`src/rtl/wb_slave_stub.sv`:
```
// rtl/wb_slave_stub.sv - Wishbone B3 slave stub: error-only or register-file personality with wait states.
// Optional trace of every response/abort: define WB_SLAVE_STUB_TRACE_EN.
module wb_slave_stub #(
    parameter int                   ADR_WIDTH   = 24,
    parameter int                   DAT_WIDTH   = 32,
    parameter int                   REG_COUNT   = 16,
    parameter int                   WAIT_STATES = 0,
    parameter int                   MODE        = 1,
    parameter logic [DAT_WIDTH-1:0] ID_VALUE    = DAT_WIDTH'(32'h5354_0001)
) (
    input  logic                   wb_clk_i,
    input  logic                   wb_rstn_i,
    input  logic [ADR_WIDTH-1:0]   wb_adr_i,
    input  logic [DAT_WIDTH-1:0]   wb_dat_i,
    output logic [DAT_WIDTH-1:0]   wb_dat_o,
    input  logic [DAT_WIDTH/8-1:0] wb_sel_i,
    input  logic                   wb_we_i,
    input  logic                   wb_cyc_i,
    input  logic                   wb_stb_i,
    output logic                   wb_ack_o,
    output logic                   wb_err_o,
    output logic                   int_o
);

    localparam int SEL_WIDTH = DAT_WIDTH / 8;
    localparam int IDX_W     = $clog2(REG_COUNT);
    // Address bits that may be set in a good access: the word index field only.
    localparam logic [ADR_WIDTH-1:0] IDX_MASK = ADR_WIDTH'(((1 << IDX_W) - 1) << 2);

    if (WAIT_STATES < 0 || WAIT_STATES > 255) begin : g_bad_wait_states
        $error("wb_slave_stub: WAIT_STATES=%0d outside 0..255", WAIT_STATES);
    end

    typedef enum logic [1:0] {S_IDLE, S_WAIT, S_RESP} state_e;

    state_e                 state_q, state_d;
    logic [7:0]             cnt_q, cnt_d;
    logic [ADR_WIDTH-1:0]   adr_q;
    logic [DAT_WIDTH-1:0]   wdat_q;
    logic [SEL_WIDTH-1:0]   sel_q;
    logic                   we_q;
    logic                   ack_q, err_q, int_q;
    logic [DAT_WIDTH-1:0]   dat_q;
    logic [DAT_WIDTH-1:0]   regs_q [REG_COUNT];

    logic                   req;
    logic                   bad;
    logic [IDX_W-1:0]       idx;
    logic [DAT_WIDTH-1:0]   rd_word;
    logic                   ack_d, err_d, wr_en;
    logic [DAT_WIDTH-1:0]   dat_d;

    assign req     = wb_cyc_i & wb_stb_i;
    assign idx     = adr_q[IDX_W+1:2];
    assign bad     = (|(adr_q & ~IDX_MASK)) || (sel_q == '0) || (MODE == 0);
    assign rd_word = (idx == '0) ? ID_VALUE : regs_q[idx];

    always_ff @(posedge wb_clk_i or negedge wb_rstn_i) begin
        if (!wb_rstn_i) begin
            state_q <= S_IDLE;
            cnt_q   <= '0;
        end else begin
            state_q <= state_d;
            cnt_q   <= cnt_d;
        end
    end

    always_comb begin
        state_d = state_q;
        cnt_d   = cnt_q;
        case (state_q)
            S_IDLE: begin
                if (req) begin
                    cnt_d   = 8'(WAIT_STATES);
                    state_d = (WAIT_STATES > 0) ? S_WAIT : S_RESP;
                end
            end
            S_WAIT: begin
                if (!wb_cyc_i) begin
                    state_d = S_IDLE;
                    cnt_d   = '0;
                end else begin
                    cnt_d = cnt_q - 8'd1;
                    if (cnt_q <= 8'd1) state_d = S_RESP;
                end
            end
            S_RESP:  state_d = S_IDLE;
            default: state_d = S_IDLE;
        endcase
    end

    // The response cycle decides ack/err; the outputs are registered from it.
    always_comb begin
        ack_d = (state_q == S_RESP) && !bad;
        err_d = (state_q == S_RESP) && bad;
        wr_en = ack_d && we_q && (idx != '0);
        dat_d = (ack_d && !we_q) ? rd_word : '0;
    end

    always_ff @(posedge wb_clk_i or negedge wb_rstn_i) begin
        if (!wb_rstn_i) begin
            ack_q  <= 1'b0;
            err_q  <= 1'b0;
            int_q  <= 1'b0;
            dat_q  <= '0;
            adr_q  <= '0;
            wdat_q <= '0;
            sel_q  <= '0;
            we_q   <= 1'b0;
            for (int i = 0; i < REG_COUNT; i++) regs_q[i] <= '0;
        end else begin
            ack_q <= ack_d;
            err_q <= err_d;
            dat_q <= dat_d;
            int_q <= regs_q[REG_COUNT-1][0];
            if (state_q == S_IDLE && req) begin
                adr_q  <= wb_adr_i;
                wdat_q <= wb_dat_i;
                sel_q  <= wb_sel_i;
                we_q   <= wb_we_i;
            end
            if (wr_en) begin
                for (int b = 0; b < SEL_WIDTH; b++) begin
                    if (sel_q[b]) regs_q[idx][8*b +: 8] <= wdat_q[8*b +: 8];
                end
            end
        end
    end

    assign wb_ack_o = ack_q;
    assign wb_err_o = err_q;
    assign wb_dat_o = dat_q;
    assign int_o    = int_q;

`ifdef WB_SLAVE_STUB_TRACE_EN
    always_ff @(posedge wb_clk_i) begin
        if (wb_rstn_i) begin
            if (state_q == S_RESP)
                $display("%m %0t %s adr=%h dat=%h sel=%h %s", $time, we_q ? "W" : "R",
                         adr_q, we_q ? wdat_q : rd_word, sel_q, bad ? "ERR" : "ACK");
            else if (state_q == S_WAIT && !wb_cyc_i)
                $display("%m %0t ABORT adr=%h", $time, adr_q);
        end
    end
`endif

endmodule
```
`config.mk`:
```
export PLATFORM = sky130hd
export DESIGN_NAME = wb_slave_stub
export DESIGN_NICKNAME = d
export VERILOG_FILES = /design/src/rtl/wb_slave_stub.sv
export SDC_FILE = /design/constraint.sdc
export NUM_CORES = 1
export LEC_CHECK = 0
export ABC_AREA = 0
export BUFFER_PORTS_ARGS = -buffer_cell sky130_fd_sc_hd__buf_4
export CORE_UTILIZATION = 45
export DETAILED_ROUTE_END_ITERATION = 10
export PLACE_DENSITY = 0.7
export SYNTH_ARGS = -nofsm -noshare
export SYNTH_HDL_FRONTEND = slang
export SYNTH_SLANG_ARGS = --single-unit
```
`constraint.sdc`:
```
create_clock -name wb_clk_i -period 3.1 [get_ports wb_clk_i]
set_input_delay 0.62 -clock wb_clk_i [delete_from_list [all_inputs] [get_ports wb_clk_i]]
set_output_delay 0.62 -clock wb_clk_i [all_outputs]
set_load 0.03 [all_outputs]
```
Word-level counts from Yosys, hierarchy flattened:

Cells that the tools add are included.

* add/sub/neg operators: 1
* order comparisons: 3
* equality and inequality tests: 4
* multiplexer cells: 31
* bitwise logic cells: 2
* reductions and logical operators: 18

Operator list (number)
* $mux W512: 7
* $bwmux W512: 4
* $demux W32 S4: 4
* $mux W32: 5
* $bmux W32 S4: 1
* $mux W24: 1
* $mux W8: 3
* $reduce_or A20 Y1: 1
* $mux W16: 1
* $pmux W8 S2: 1
* $le A8 B1 Y1 const B: 1
* $logic_not A4 Y1: 2
* $sub A8 B1 Y8 const B: 1
* $logic_and A1 B1 Y1: 7
* $mux W2: 3
* $ge A5 B5 Y1 const B: 1
* $lt A5 B1 Y1 const B: 1
* $not A4 Y5: 1
* $pmux W2 S2: 1
* $reduce_and A2 Y1: 2
* $reduce_bool A4 Y1: 1
* $ne A3 B3 Y1 const B: 1
* $eq A2 B1 Y1 const B: 1
* $eq A2 B2 Y1 const B: 1
* 6 further kinds: 7

* flip-flop bits (word level): 618
* bits of input ports: 65
* output and inout port bits: 35
* word-level logic and storage cells: 85

Depth between registers and ports, before layout:

Gate-level depths: netlist of the first run.

* depth in word-level cells: 16
* gate-level depth with buffers: 8
* mapped depth without buffers: 4

Least setup slack after synthesis of the first run:

No wires, ideal clock.

* path kind: register to register
* from: register adr_q[2]
* to: register regs_q[440] in the netlist's numbering
* library setup time: 0.125 ns
* arrival: 2.115 ns
* required time: 2.975 ns
* setup slack: 0.860 ns
* stages on the path, launching flop included: 9
* path buffers: 4
* clock period less this slack: 2.240 ns
* cells stage by stage: dfrtp_1 > buf_2 > or4_1 > clkbuf_2 > and4_1 > buf_4 > buf_6 > nand4_4 > mux2_2

* longest elaborated chain between the ends: 13
* elaborated cells on any way between the ends: 22
* classes of those cells: order compare: 2; mux: 16; bitwise: 1; reduce/logical: 3

RTL lines
* start, declared: RTL line 38 `logic [ADR_WIDTH-1:0] adr_q;`
* start signal, assigned: RTL line 117 `adr_q <= wb_adr_i;`
* $not A4 Y5 (not written as such): RTL line 124 `if (sel_q[b]) regs_q[idx][8*b +: 8] <= wdat_q[8*b +: 8];`
* $demux W32 S4: RTL line 124
* $bwmux W512: RTL line 124
* $mux W512: RTL line 124
* $mux W512: RTL line 122 `if (wr_en) begin`
* $bwmux W512: RTL line 124
* $mux W512: RTL line 124
* $mux W512: RTL line 122
* $bwmux W512: RTL line 124
* $mux W512: RTL line 124
* $mux W512: RTL line 122
* $bwmux W512: RTL line 124
* $mux W512: RTL line 124
* end signal, assigned by index: RTL line 124
* end, declared: RTL line 44 `logic [DAT_WIDTH-1:0] regs_q [REG_COUNT];`

Parallel ways exist; a longest one is shown, timed or not. The select of a mux whose other input is x is not followed.
A chain may end at the register's enable or synchronous reset.

Final worst setup path of the first run:

* from: register adr_q[19]
* to: register regs_q[233] in the netlist's numbering

* longest elaborated chain between the ends: 6

RTL lines
* $reduce_or A20 Y1: RTL line 55 `assign bad = (|(adr_q & ~IDX_MASK)) || (sel_q == '0) || (MODE == 0);`
* $logic_or A1 B1 Y1: RTL line 55
* $logic_not A1 Y1: RTL line 94 `ack_d = (state_q == S_RESP) && !bad;`
* $logic_and A1 B1 Y1: RTL line 94
* $logic_and A1 B1 Y1 (2 in a row): RTL line 96 `wr_en = ack_d && we_q && (idx != '0);`

Every way passes these cells.

==> results of run 1 <==
==> worst max-delay path, stage by stage (launching register included) <==
cell and delay, ns:
sky130_fd_sc_hd__dfrtp_1 0.39, sky130_fd_sc_hd__nor4_1 0.44, sky130_fd_sc_hd__nand4_1 0.23, sky130_fd_sc_hd__buf_12 0.27, sky130_fd_sc_hd__buf_4 0.26, sky130_fd_sc_hd__nor3_2 0.73, sky130_fd_sc_hd__mux2_2 0.41
==> per-layer routing <==
| layer | up-vias | part of all wire (%) | track usage, % |
|---|---|---|---|
| met5 | - | 0 | 0 |
| met4 | 0 | 2.1 | 5.26 |
| met3 | 84 | 5.1 | 3.83 |
| met2 | 331 | 49 | 33.8 |
| met1 | 8085 | 44 | 29.0 |
| li1 | 6606 | - | - |
==> state kept, by name (all words and copies together), names as in the netlist <==
register  cells
regs_q      505
wb_dat_o     32
wdat_q       32
adr_q        24
sel_q         4
int_o         1
state_q       1
wb_ack_o      1
wb_err_o      1
we_q          1
==> logic make-up (layout without fill, tap and decap cells) <==
| group | after synthesis | after routing |
|---|---|---|
| buffers and inverters | 137 | 277 |
| muxes | 611 | 611 |
| and+or+nand+nor | 296 | 296 |
| AOI/OAI and AO/OA | 104 | 104 |
| DFF | 602 | 602 |
==> area by class of cell <==
type	count	area (um2)
Fill cell	4707	27700
Sequential cell	602	15100
Multi-Input combinational cell	1011	11000
Clock buffer	95	1810
Timing Repair Buffer	166	1390
Tap cell	765	957
Clock inverter	14	126
Inverter	2	7.51
==> power by group <==
part           internal (uW)  switching, uW  total [uW]
Clock                   4150           2970        7120
Combinational            452            844        1300
Sequential              7980            336        8310
==> cells in the final DEF, fill, tap and decap left out, types with 4 or more instances in the layout <==
cell,Yosys,final
sky130_fd_sc_hd__nor3_2,15,15
sky130_fd_sc_hd__buf_4,5,154
sky130_fd_sc_hd__a21oi_1,30,30
sky130_fd_sc_hd__nor2b_1,6,4
sky130_fd_sc_hd__mux2i_1,11,11
sky130_fd_sc_hd__and3_1,5,5
sky130_fd_sc_hd__nor3_4,30,30
sky130_fd_sc_hd__a2bb2oi_1,5,5
sky130_fd_sc_hd__nand3_1,6,6
sky130_fd_sc_hd__a211oi_1,7,7
sky130_fd_sc_hd__nand2_1,194,194
sky130_fd_sc_hd__mux2_4,24,24
sky130_fd_sc_hd__clkinv_2,0,10
sky130_fd_sc_hd__dfrtp_1,602,600
sky130_fd_sc_hd__mux2_2,456,456
sky130_fd_sc_hd__clkbuf_1,91,18
sky130_fd_sc_hd__nand4_2,5,5
sky130_fd_sc_hd__a22oi_1,58,58
sky130_fd_sc_hd__clkbuf_8,0,16
sky130_fd_sc_hd__mux4_2,120,120
sky130_fd_sc_hd__nand4_4,9,9
sky130_fd_sc_hd__buf_12,0,11
sky130_fd_sc_hd__clkbuf_16,0,61
==> worst max-delay path by stage <==
| stage | to |
|---|---|
| floorplan | regs_q[440] |
| global placement | regs_q[186] |
| detailed placement | regs_q[191] |
| CTS | regs_q[188] |
| global route | regs_q[76] |
| finish | regs_q[233] |
==> through the flow <==
step	cells	total power, uW	hold WS, ns	setup WS [ns]	util [%]
after floorplan	1750	9120	0.324	0.860	-
after global placement	2546	9740	0.360	0.166	49.0
after detailed placement	2546	9770	0.363	0.0795	49.0
after CTS	2655	16900	0.0772	0.0721	52.3
after global routing	2655	17300	0.109	0.0249	52.3
final	2655	16700	0.0596	0.204	52.3
==> impl_metrics.prom, run 1 <==
# TYPE chip_impl_metric gauge
chip_impl_info{name="run_status",value="complete, no violations"} 1
chip_impl_metric{name="buffer_ports.inserted",unit=""} 99
chip_impl_info{name="yosys_most_used_dff",value="sky130_fd_sc_hd__dfrtp_1"} 1
chip_impl_metric{name="reg2reg_depth",unit=""} 6
chip_impl_metric{name="hpwl_reported_at_the_end_of_detailed_placement",unit="um"} 37800
chip_impl_metric{name="tns",unit="ns"} 0
chip_impl_metric{name="cell_count_after_synthesis",unit=""} 1750
chip_impl_metric{name="min_period",unit="ns"} 2.90
chip_impl_metric{name="number_of_antenna_violations_at_the_first_check_in_global_routing",unit=""} 0
chip_impl_metric{name="yosys.area.top_type_share",unit="%"} 56.6
chip_impl_metric{name="clock_path_buffers",unit=""} 3
chip_impl_info{name="tritoncts",value="yes"} 1
chip_impl_metric{name="async_reset_ff_share",unit="%"} 100
chip_impl_metric{name="placed_cell_area",unit="mm2"} 0.0284
chip_impl_metric{name="postSynthNetCount",unit=""} 1815
chip_impl_metric{name="ctsHoldBuffers",unit=""} 0
chip_impl_metric{name="total_wire_length",unit="um"} 60200
chip_impl_info{name="worstReg2RegEnd",value="regs_q[233]"} 1
chip_impl_metric{name="die_area",unit="mm2"} 0.0601
chip_impl_metric{name="first_global_vias",unit=""} 16300
chip_impl_info{name="grt_setup_unrepaired",value="no"} 1
chip_impl_metric{name="share_of_synthesized_cell_area_in_full_adder_half_adder_and_majority_cells",unit="%"} 0
chip_impl_metric{name="irDropWorstVdd",unit="V"} 0.000408
chip_impl_info{name="cp-start-kind",value="register"} 1
chip_impl_metric{name="ys_seq_elements",unit=""} 602
chip_impl_metric{name="powerDensity",unit="mW/mm2"} 551
chip_impl_metric{name="post-route-period-util",unit="%"} 93.4
chip_impl_metric{name="overall_global_routing_usage",unit="%"} 20.9
chip_impl_metric{name="hold_viol_final",unit=""} 0
chip_impl_metric{name="grt_overflow_total",unit=""} 0
chip_impl_metric{name="routed_wire_length_per_instance",unit="um"} 22.7
chip_impl_metric{name="post-route-cell-area",unit="mm2"} 0.0304
chip_impl_metric{name="grt_pass1_wl",unit="um"} 96600
chip_impl_info{name="yosys-top-cells-area",value="sky130_fd_sc_hd__dfrtp_1, sky130_fd_sc_hd__mux2_2, sky130_fd_sc_hd__mux4_2"} 1
chip_impl_metric{name="remaining_drc_errors",unit=""} 0
chip_impl_metric{name="chipWidth",unit="um"} 245
chip_impl_metric{name="synthSimpleGateAreaFrac",unit="%"} 7.34
chip_impl_metric{name="std_cell_rows",unit=""} 88
chip_impl_metric{name="cts.sinks",unit=""} 602
chip_impl_metric{name="synth_sequential_area_ratio",unit="%"} 56.6
chip_impl_metric{name="timing_worst_slew_pin_value",unit="ns"} 1.11
chip_impl_metric{name="floorplan.io_pins",unit=""} 100
chip_impl_info{name="synthTopCellsByCount",value="sky130_fd_sc_hd__dfrtp_1, sky130_fd_sc_hd__mux2_2, sky130_fd_sc_hd__nand2_1"} 1
chip_impl_metric{name="grt_max_degree",unit=""} 91
chip_impl_info{name="hold_class",value="input port to asynchronous set/reset pin"} 1
chip_impl_metric{name="timing.critical_path.required",unit="ns"} 3.60
chip_impl_metric{name="num_cts_buffers",unit=""} 60
chip_impl_metric{name="final_net_count",unit=""} 1908
chip_impl_metric{name="syn_area",unit="mm2"} 0.0266
chip_impl_metric{name="synth_edf_count",unit=""} 0
chip_impl_metric{name="ff2ff_setup_slack",unit="ns"} 0.20
chip_impl_metric{name="synth.yosys.warnings",unit=""} 0
chip_impl_metric{name="worstPathArrival",unit="ns"} 3.39
chip_impl_metric{name="area_fraction_in_compound_gates_after_synthesis",unit="%"} 2.65
chip_impl_metric{name="drt_iter0_drc",unit=""} 820
chip_impl_metric{name="place_congestion",unit=""} 0.791
chip_impl_metric{name="worstSkewPairLatency",unit="ns"} 0.62
chip_impl_metric{name="muxShareOfSynthArea",unit="%"} 31.2
chip_impl_info{name="yosysTopAreaCell",value="sky130_fd_sc_hd__dfrtp_1"} 1
chip_impl_metric{name="core_area",unit="mm2"} 0.0580
chip_impl_metric{name="maxClockFrequency",unit="MHz"} 345
chip_impl_metric{name="cap_violations",unit=""} 0
chip_impl_info{name="timing.critical_path.to_type",value="register"} 1
chip_impl_metric{name="static-leakage-power",unit="uW"} 0.0149
chip_impl_info{name="ctsRootBufferMaster",value="sky130_fd_sc_hd__clkbuf_16"} 1
chip_impl_metric{name="antenna_cells_inserted",unit=""} 0
chip_impl_info{name="worst_setup_sp",value="adr_q[19]"} 1
chip_impl_metric{name="h-tree-depth",unit=""} 2
chip_impl_metric{name="avgSynthCellArea",unit="um2"} 15.2
chip_impl_metric{name="drtPass1Iterations",unit=""} 5
chip_impl_metric{name="post_cts_resized",unit=""} 0
chip_impl_info{name="combinational_family_with_the_most_area_after_synthesis",value="multiplexers"} 1
chip_impl_info{name="critical_setup_path_class",value="register to register"} 1
chip_impl_metric{name="remaining_max_slew_budget_at_the_tightest_pin",unit="%"} 25.7
chip_impl_info{name="regToRegStartpoint",value="adr_q[19]"} 1
chip_impl_metric{name="layout-drive-gt1-share",unit="%"} 49.2
chip_impl_metric{name="post-cts-setup-buffer-count",unit=""} 0
chip_impl_info{name="synth.most_common_cell",value="sky130_fd_sc_hd__dfrtp_1"} 1
chip_impl_metric{name="ant_nets",unit=""} 0
chip_impl_metric{name="via_count",unit=""} 15100
chip_impl_metric{name="setup_viol_count_final",unit=""} 0
chip_impl_metric{name="areaGrowthSynthToFinish",unit="%"} 14.0
chip_impl_metric{name="skew",unit="ns"} 0.0107
chip_impl_metric{name="synth-xor-area-share",unit="%"} 0
chip_impl_metric{name="avgViaCountPerCell",unit=""} 5.69
chip_impl_metric{name="clk_pin_slew",unit="ns"} 0.06
chip_impl_metric{name="start_util",unit="%"} 45.9
chip_impl_metric{name="netlist-cell-type-count",unit=""} 40
chip_impl_metric{name="slew_violations",unit=""} 0
chip_impl_metric{name="die_h",unit="um"} 245
chip_impl_metric{name="worst-path-max-fanout",unit=""} 38
No activity file was read; power rests on OpenSTA's default activity.
==> run 2, diff against run 1 <==
Settings changed: GPL_TIMING_DRIVEN set to 0.
==> run 2 against run 1 <==
Compared with the run above:
- die area unchanged
- final area up 0.25%
- clock skew up 0.0064 ns
- global-route usage up 2.4 points
- non-clock buffer count up 76
- power about the same
- clock power down 2%
- sequential power down 2%
- combinational power up 25%
- worst hold slack better by 0.13 ns
- critical endpoint is now wb_dat_o[29]
- largest cell class unchanged
- largest power group unchanged
==> impl_metrics.prom, run 2 (synthesized netlist as in run 1, its figures left out) <==
# TYPE chip_impl_metric gauge
chip_impl_metric{name="fraction_of_power_consumed_by_combinational_cells",unit="%"} 9.7
chip_impl_metric{name="chipWidth",unit="um"} 245
chip_impl_metric{name="total_power",unit="uW"} 16700
chip_impl_metric{name="die_h",unit="um"} 245
chip_impl_info{name="final_common_cell",value="sky130_fd_sc_hd__dfrtp_1"} 1
chip_impl_metric{name="static-leakage-power",unit="uW"} 0.0150
chip_impl_metric{name="setup_viol_count_final",unit=""} 0
chip_impl_info{name="cp-start-kind",value="register"} 1
chip_impl_metric{name="floorplan.io_pins",unit=""} 100
chip_impl_metric{name="worstPathArrival",unit="ns"} 3.54
chip_impl_metric{name="largest_register_ffs",unit=""} 505
chip_impl_metric{name="fill_cells",unit=""} 4733
chip_impl_info{name="tritoncts",value="yes"} 1
chip_impl_metric{name="ant_nets",unit=""} 0
chip_impl_metric{name="timing.critical_path.required",unit="ns"} 3.60
chip_impl_metric{name="cap_violations",unit=""} 0
chip_impl_metric{name="post-route-period-util",unit="%"} 98.3
chip_impl_metric{name="layout-drive-gt1-share",unit="%"} 45.8
chip_impl_metric{name="clk_pin_slew",unit="ns"} 0.06
chip_impl_metric{name="buffer_ports.inserted",unit=""} 99
chip_impl_metric{name="power.switching_fraction",unit="%"} 25.5
chip_impl_metric{name="antenna_cells_inserted",unit=""} 0
chip_impl_metric{name="grt_pass1_wl",unit="um"} 105000
chip_impl_metric{name="areaGrowthSynthToFinish",unit="%"} 14.3
chip_impl_info{name="run_status",value="complete, no violations"} 1
chip_impl_metric{name="final_net_count",unit=""} 1983
chip_impl_metric{name="place_congestion",unit=""} 0.859
chip_impl_metric{name="detailedPlace.worstSlack",unit="ns"} -0.104
chip_impl_metric{name="area.sequential",unit="mm2"} 0.0151
chip_impl_info{name="mostFrequentLayoutCells",value="sky130_fd_sc_hd__dfrtp_1, sky130_fd_sc_hd__mux2_2, sky130_fd_sc_hd__nand2_1, sky130_fd_sc_hd__mux4_2, sky130_fd_sc_hd__buf_4"} 1
chip_impl_info{name="top_layer",value="met4"} 1
chip_impl_metric{name="total_wire_length",unit="um"} 67200
chip_impl_metric{name="met3WireLength",unit="um"} 3580
chip_impl_metric{name="irDropWorstVdd",unit="V"} 0.000423
chip_impl_metric{name="maxClockFrequency",unit="MHz"} 328
chip_impl_metric{name="post-route-worst-setup-slack",unit="ns"} 0.0533
chip_impl_metric{name="worstSkewPairLatency",unit="ns"} 0.62
chip_impl_metric{name="std_cell_rows",unit=""} 88
chip_impl_metric{name="grt_max_degree",unit=""} 133
chip_impl_metric{name="cts.sinks",unit=""} 602
chip_impl_metric{name="first_global_vias",unit=""} 17100
chip_impl_metric{name="start_util",unit="%"} 45.9
chip_impl_metric{name="timing_worst_slew_pin_value",unit="ns"} 1.17
chip_impl_metric{name="cell_internal_pwr",unit="uW"} 12500
chip_impl_metric{name="multi_input_gate_area",unit="mm2"} 0.0110
chip_impl_metric{name="drtPass1Iterations",unit=""} 5
chip_impl_metric{name="wirelength_met1",unit="um"} 29000
chip_impl_metric{name="via_count",unit=""} 15700
chip_impl_metric{name="grt_overflow_total",unit=""} 0
chip_impl_info{name="hold_class",value="input port to register"} 1
chip_impl_metric{name="net-switching-power",unit="uW"} 4260
chip_impl_info{name="critical_setup_path_class",value="register to register"} 1
chip_impl_metric{name="remaining_max_slew_budget_at_the_tightest_pin",unit="%"} 21.9
chip_impl_metric{name="slew_violations",unit=""} 0
chip_impl_metric{name="seq_power_share",unit="%"} 48.7
chip_impl_metric{name="die_area",unit="mm2"} 0.0601
chip_impl_metric{name="overall_global_routing_usage",unit="%"} 23.3
chip_impl_metric{name="clock_path_buffers",unit=""} 3
chip_impl_metric{name="hold_viol_final",unit=""} 0
chip_impl_metric{name="number_of_antenna_violations_at_the_first_check_in_global_routing",unit=""} 0
chip_impl_info{name="timing.critical_path.to_type",value="register"} 1
chip_impl_metric{name="drt_iter0_drc",unit=""} 1126
chip_impl_metric{name="num_cts_buffers",unit=""} 59
chip_impl_metric{name="remaining_drc_errors",unit=""} 0
chip_impl_metric{name="min_period",unit="ns"} 3.05
chip_impl_metric{name="avgViaCountPerCell",unit=""} 5.78
chip_impl_metric{name="share_clk_of_total_power",unit="%"} 41.6
chip_impl_metric{name="core_area",unit="mm2"} 0.0580
chip_impl_metric{name="skew",unit="ns"} 0.0171
chip_impl_metric{name="h-tree-depth",unit=""} 2
chip_impl_metric{name="powerDensity",unit="mW/mm2"} 550
chip_impl_metric{name="worst-path-max-fanout",unit=""} 10
chip_impl_info{name="ctsRootBufferMaster",value="sky130_fd_sc_hd__clkbuf_16"} 1
chip_impl_info{name="grt_setup_unrepaired",value="no"} 1
chip_impl_info{name="register_containing_the_most_flip_flops_in_the_final_layout",value="regs_q"} 1
chip_impl_metric{name="routed_wire_length_per_instance",unit="um"} 24.7
chip_impl_metric{name="hpwl_reported_at_the_end_of_detailed_placement",unit="um"} 44000
chip_impl_metric{name="route.met2.wl",unit="um"} 32000
## run 2: critical path: stages, from the launching register on
cell                       delay (ns)
sky130_fd_sc_hd__dfrtp_1         0.40
sky130_fd_sc_hd__buf_2           0.31
sky130_fd_sc_hd__nor2b_1         0.21
sky130_fd_sc_hd__buf_2           0.29
sky130_fd_sc_hd__clkbuf_1        0.74
sky130_fd_sc_hd__clkbuf_2        0.55
sky130_fd_sc_hd__a22oi_1         0.15
sky130_fd_sc_hd__a21oi_1         0.26
## run 2: layout make-up
class,count,share of cell area [%]
flip-flops and latches,602,49.5
inverters,2,0.0247
clock buffers,90,5.80
plain buffers,135,1.94
clock inverters,10,0.329
multi-input cells,1011,36.3
repair buffers,107,3.00
well taps,765,3.15
## run 2: timing repair
| item | 4_1_cts | 5_1_grt |
|---|---|---|
| setup buffers | 0 | 2 |
| pin swaps | 0 | 1 |
| resized for setup | 10 | 5 |
| setup endpoints to repair | 35 | 33 |
| hold buffers | 1 | 0 |
| endpoints found under the hold margin | 43 | 0 |
## run 2: worst paths after layout
path / slack [ns] / cells past startpoint / end / startpoint
setup / recovery: 0.05 / 7 / wb_dat_o[29] / adr_q[5]
hold / removal: 0.19 / 3 / wdat_q[8] / wb_dat_i[8]
setup reg to reg: 0.05 / 7 / wb_dat_o[29] / adr_q[5]
hold reg to reg: 0.45 / 1 / regs_q[501] / regs_q[501]
max in group asynchronous: 0.65 / 5 / wdat_q[21] / wb_rstn_i
min in group asynchronous: 0.50 / 2 / regs_q[36] / wb_rstn_i
## run 2: power groups by stage
stage	Clock [uW]	Combinational [uW]	Sequential, uW
floorplan	0	889	8230
global placement	0	1560	8280
detailed placement	0	1620	8290
global route	7420	1750	8170
CTS	7110	1630	8150
finish	6970	1620	8150
## run 2: layer usage
layer  global-route usage, %  up-vias
met5                       0        -
met4                    9.41        0
met3                    3.64      134
met2                    36.9      441
met1                    32.2     8412
li1                        -     6750
## run 2: stage by stage
step,utilization [%],setup TNS [ns],hold WS [ns],std cells,instance area [um2]
after floorplan,-,0,0.324,1750,26600
after global placement,48.8,-2813.47,0.435,2614,28300
after detailed placement,49.1,-0.687,0.443,2619,28500
after CTS,52.4,-0.327,0.158,2720,30400
after global routing,52.4,0,0.180,2722,30400
final,52.4,0,0.193,2722,30400
==> run 3, diff against run 2 <==
Settings changed: CAP_MARGIN set to 20, PLACE_DENSITY 0.7 to 0.72.
Clock period 3.1 ns to 2.6 ns, I/O delays scaled along.
==> run 3 against run 2 <==
Compared with the run above:
- the run now ends with negative hold slack, negative setup slack left
- utilization grew 2.1 points
- sequential power up 19%
- clock skew up 0.0028 ns
- final cell count up 2.0%
- setup slack lost 0.071 ns
- critical path depth is the same
- register-to-register slack worse by 0.07 ns
- largest power group unchanged
- final area grew 4.1%
- sequential share of layout area is 1.9 points lower
- count of clock-buffer cells in the layout down 3
==> impl_metrics.prom, run 3 (synthesized netlist as in run 1, its figures left out) <==
# TYPE chip_impl_metric gauge
chip_impl_metric{name="die_area",unit="mm2"} 0.0601
chip_impl_metric{name="grt_overflow_total",unit=""} 0
chip_impl_metric{name="worst-path-max-fanout",unit=""} 10
chip_impl_metric{name="tns",unit="ns"} -0.0894
chip_impl_metric{name="finalNonFillerCells",unit=""} 2777
chip_impl_info{name="ctsRootBufferMaster",value="sky130_fd_sc_hd__clkbuf_16"} 1
chip_impl_metric{name="powerDensity",unit="mW/mm2"} 643
chip_impl_metric{name="clk_pin_slew",unit="ns"} 0.06
chip_impl_metric{name="timing.critical_path.required",unit="ns"} 3.11
chip_impl_metric{name="h-tree-depth",unit=""} 2
chip_impl_metric{name="post-route-worst-setup-slack",unit="ns"} -0.0172
chip_impl_metric{name="clock_path_buffers",unit=""} 3
chip_impl_info{name="cp_slowest_cell",value="sky130_fd_sc_hd__dfrtp_1"} 1
chip_impl_metric{name="remaining_max_slew_budget_at_the_tightest_pin",unit="%"} 32.6
chip_impl_metric{name="total_power",unit="uW"} 20400
chip_impl_info{name="crit_path_cell_trace",value="buf_2 > nor2b_1 > buf_2 > nand2_1 > nor3_4 > buf_12 > mux2_2"} 1
chip_impl_metric{name="antenna_cells_inserted",unit=""} 0
chip_impl_metric{name="hold_viol_final",unit=""} 37
chip_impl_metric{name="total_wire_length",unit="um"} 70200
chip_impl_metric{name="die_h",unit="um"} 245
chip_impl_metric{name="avgViaCountPerCell",unit=""} 5.85
chip_impl_metric{name="maxClockFrequency",unit="MHz"} 382
chip_impl_metric{name="start_util",unit="%"} 45.9
chip_impl_metric{name="timing_worst_slew_pin_value",unit="ns"} 1.01
chip_impl_metric{name="ff2ff_setup_slack",unit="ns"} -0.02
chip_impl_metric{name="post-route-period-util",unit="%"} 101
chip_impl_metric{name="first_global_vias",unit=""} 17600
chip_impl_metric{name="cts.sinks",unit=""} 602
chip_impl_metric{name="worstSkewPairLatency",unit="ns"} 0.63
chip_impl_metric{name="drtPass1Iterations",unit=""} 5
chip_impl_info{name="timing.critical_path.to_type",value="register"} 1
chip_impl_metric{name="layout-drive-gt1-share",unit="%"} 48.8
chip_impl_metric{name="floorplan.io_pins",unit=""} 100
chip_impl_metric{name="setup_viol_count_final",unit=""} 10
chip_impl_metric{name="min_period",unit="ns"} 2.62
chip_impl_info{name="path_delay_family",value="simple AND/OR/NAND/NOR gates"} 1
chip_impl_info{name="failed_checks",value="negative hold slack, negative setup slack"} 1
chip_impl_metric{name="slew_violations",unit=""} 0
chip_impl_info{name="mostFrequentLayoutCells",value="sky130_fd_sc_hd__dfrtp_1, sky130_fd_sc_hd__mux2_2, sky130_fd_sc_hd__nand2_1, sky130_fd_sc_hd__mux4_2, sky130_fd_sc_hd__buf_4"} 1
chip_impl_info{name="final_common_cell",value="sky130_fd_sc_hd__dfrtp_1"} 1
chip_impl_metric{name="fin_util",unit="%"} 54.6
chip_impl_metric{name="core_area",unit="mm2"} 0.0580
chip_impl_metric{name="static-leakage-power",unit="uW"} 0.0156
chip_impl_metric{name="std_cell_rows",unit=""} 88
chip_impl_info{name="register_containing_the_most_flip_flops_in_the_final_layout",value="regs_q"} 1
chip_impl_metric{name="skew",unit="ns"} 0.0199
chip_impl_metric{name="chipWidth",unit="um"} 245
chip_impl_metric{name="num_cts_buffers",unit=""} 59
chip_impl_metric{name="place_congestion",unit=""} 0.867
chip_impl_info{name="run_status",value="complete, but fails checks"} 1
chip_impl_metric{name="finalHoldWorstSlack",unit="ns"} -0.0615
chip_impl_metric{name="buffer_ports.inserted",unit=""} 99
chip_impl_metric{name="crit_path_buffers_inverters",unit=""} 3
chip_impl_info{name="cp-start-kind",value="register"} 1
chip_impl_info{name="hold_class",value="input port to asynchronous set/reset pin"} 1
chip_impl_metric{name="drt_iter0_drc",unit=""} 1436
chip_impl_metric{name="reg2reg_depth",unit=""} 7
chip_impl_info{name="path_common_cell",value="sky130_fd_sc_hd__buf_2"} 1
chip_impl_metric{name="cap_violations",unit=""} 0
chip_impl_metric{name="largest_register_ffs",unit=""} 505
chip_impl_metric{name="final_net_count",unit=""} 2030
chip_impl_metric{name="areaGrowthSynthToFinish",unit="%"} 19.0
chip_impl_metric{name="worstPathArrival",unit="ns"} 3.13
chip_impl_metric{name="ant_nets",unit=""} 0
chip_impl_info{name="worstReg2RegEnd",value="regs_q[200]"} 1
chip_impl_info{name="tritoncts",value="yes"} 1
chip_impl_metric{name="detailedPlace.worstSlack",unit="ns"} -0.660
chip_impl_metric{name="number_of_antenna_violations_at_the_first_check_in_global_routing",unit=""} 0
chip_impl_metric{name="hpwl_reported_at_the_end_of_detailed_placement",unit="um"} 43900
chip_impl_metric{name="irDropWorstVdd",unit="V"} 0.000446
chip_impl_metric{name="grt_pass1_wl",unit="um"} 107000
chip_impl_metric{name="routed_wire_length_per_instance",unit="um"} 25.3
chip_impl_metric{name="place.detailed.instances",unit=""} 2619
chip_impl_metric{name="critical-path-max-stage-delay",unit="ns"} 0.38
chip_impl_metric{name="remaining_drc_errors",unit=""} 0
chip_impl_metric{name="grt_max_degree",unit=""} 131
chip_impl_metric{name="overall_global_routing_usage",unit="%"} 23.7
chip_impl_info{name="critical_setup_path_class",value="register to register"} 1
chip_impl_info{name="regToRegStartpoint",value="adr_q[5]"} 1
chip_impl_metric{name="via_count",unit=""} 16200
-- run 3: changes by cell type in the layout (fill, tap and decap cells not counted), moves of 8 or more --
cell and change:
sky130_fd_sc_hd__buf_1 -8, sky130_fd_sc_hd__clkbuf_1 -14, sky130_fd_sc_hd__buf_4 +9, sky130_fd_sc_hd__mux2_4 +12, sky130_fd_sc_hd__clkbuf_2 +10, sky130_fd_sc_hd__buf_12 +46, sky130_fd_sc_hd__mux2_2 -12
-- run 3: worst max path at each step --
stage,startpoint,cells after the start,end
after global placement,wb_rstn_i,1,regs_q[373]
after floorplan,adr_q[2],8,regs_q[440]
after global routing,adr_q[5],7,regs_q[165]
final,adr_q[5],7,regs_q[200]
after detailed placement,adr_q[5],7,wb_dat_o[29]
after CTS,adr_q[11],5,regs_q[299]
-- run 3: metrics by stage --
step,hold slack [ns],cell area [um2]
final,-0.0615,31700
after global routing,0.0292,31700
after CTS,0.00467,31300
after detailed placement,0.444,28500
after global placement,0.435,28300
after floorplan,0.224,26600
-- run 3: cell type report --
type,count,area [um2]
buffer,135,681
clock buffer,87,1740
clock inverter,21,215
fill,4503,26400
inverter,2,7.51
multi-input combinational,1011,11200
sequential,602,15100
tap,765,957
timing repair buffer,154,1810
-- run 3: repair_timing --
item	4_1_cts	5_1_grt
setup buffers	37	13
hold buffers	0	0
pin swaps	34	14
resized for setup	50	48
endpoints found under the setup margin	400	439
-- run 3: routing by layer --
| metal | track usage, % | vias up | share of wire (%) |
|---|---|---|---|
| met1 | 32.3 | 8711 | 42 |
| met3 | 3.85 | 154 | 5.4 |
| li1 | - | 6824 | - |
| met2 | 38.2 | 547 | 49 |
| met5 | 0 | - | 0 |
| met4 | 8.86 | 0 | 3.4 |
-- run 3: power breakdown --
part	switching (uW)	total (uW)	internal, uW
Clock	3630	8650	5020
Sequential	207	9720	9510
Combinational	1430	2010	577
Total	5270	20400	15100
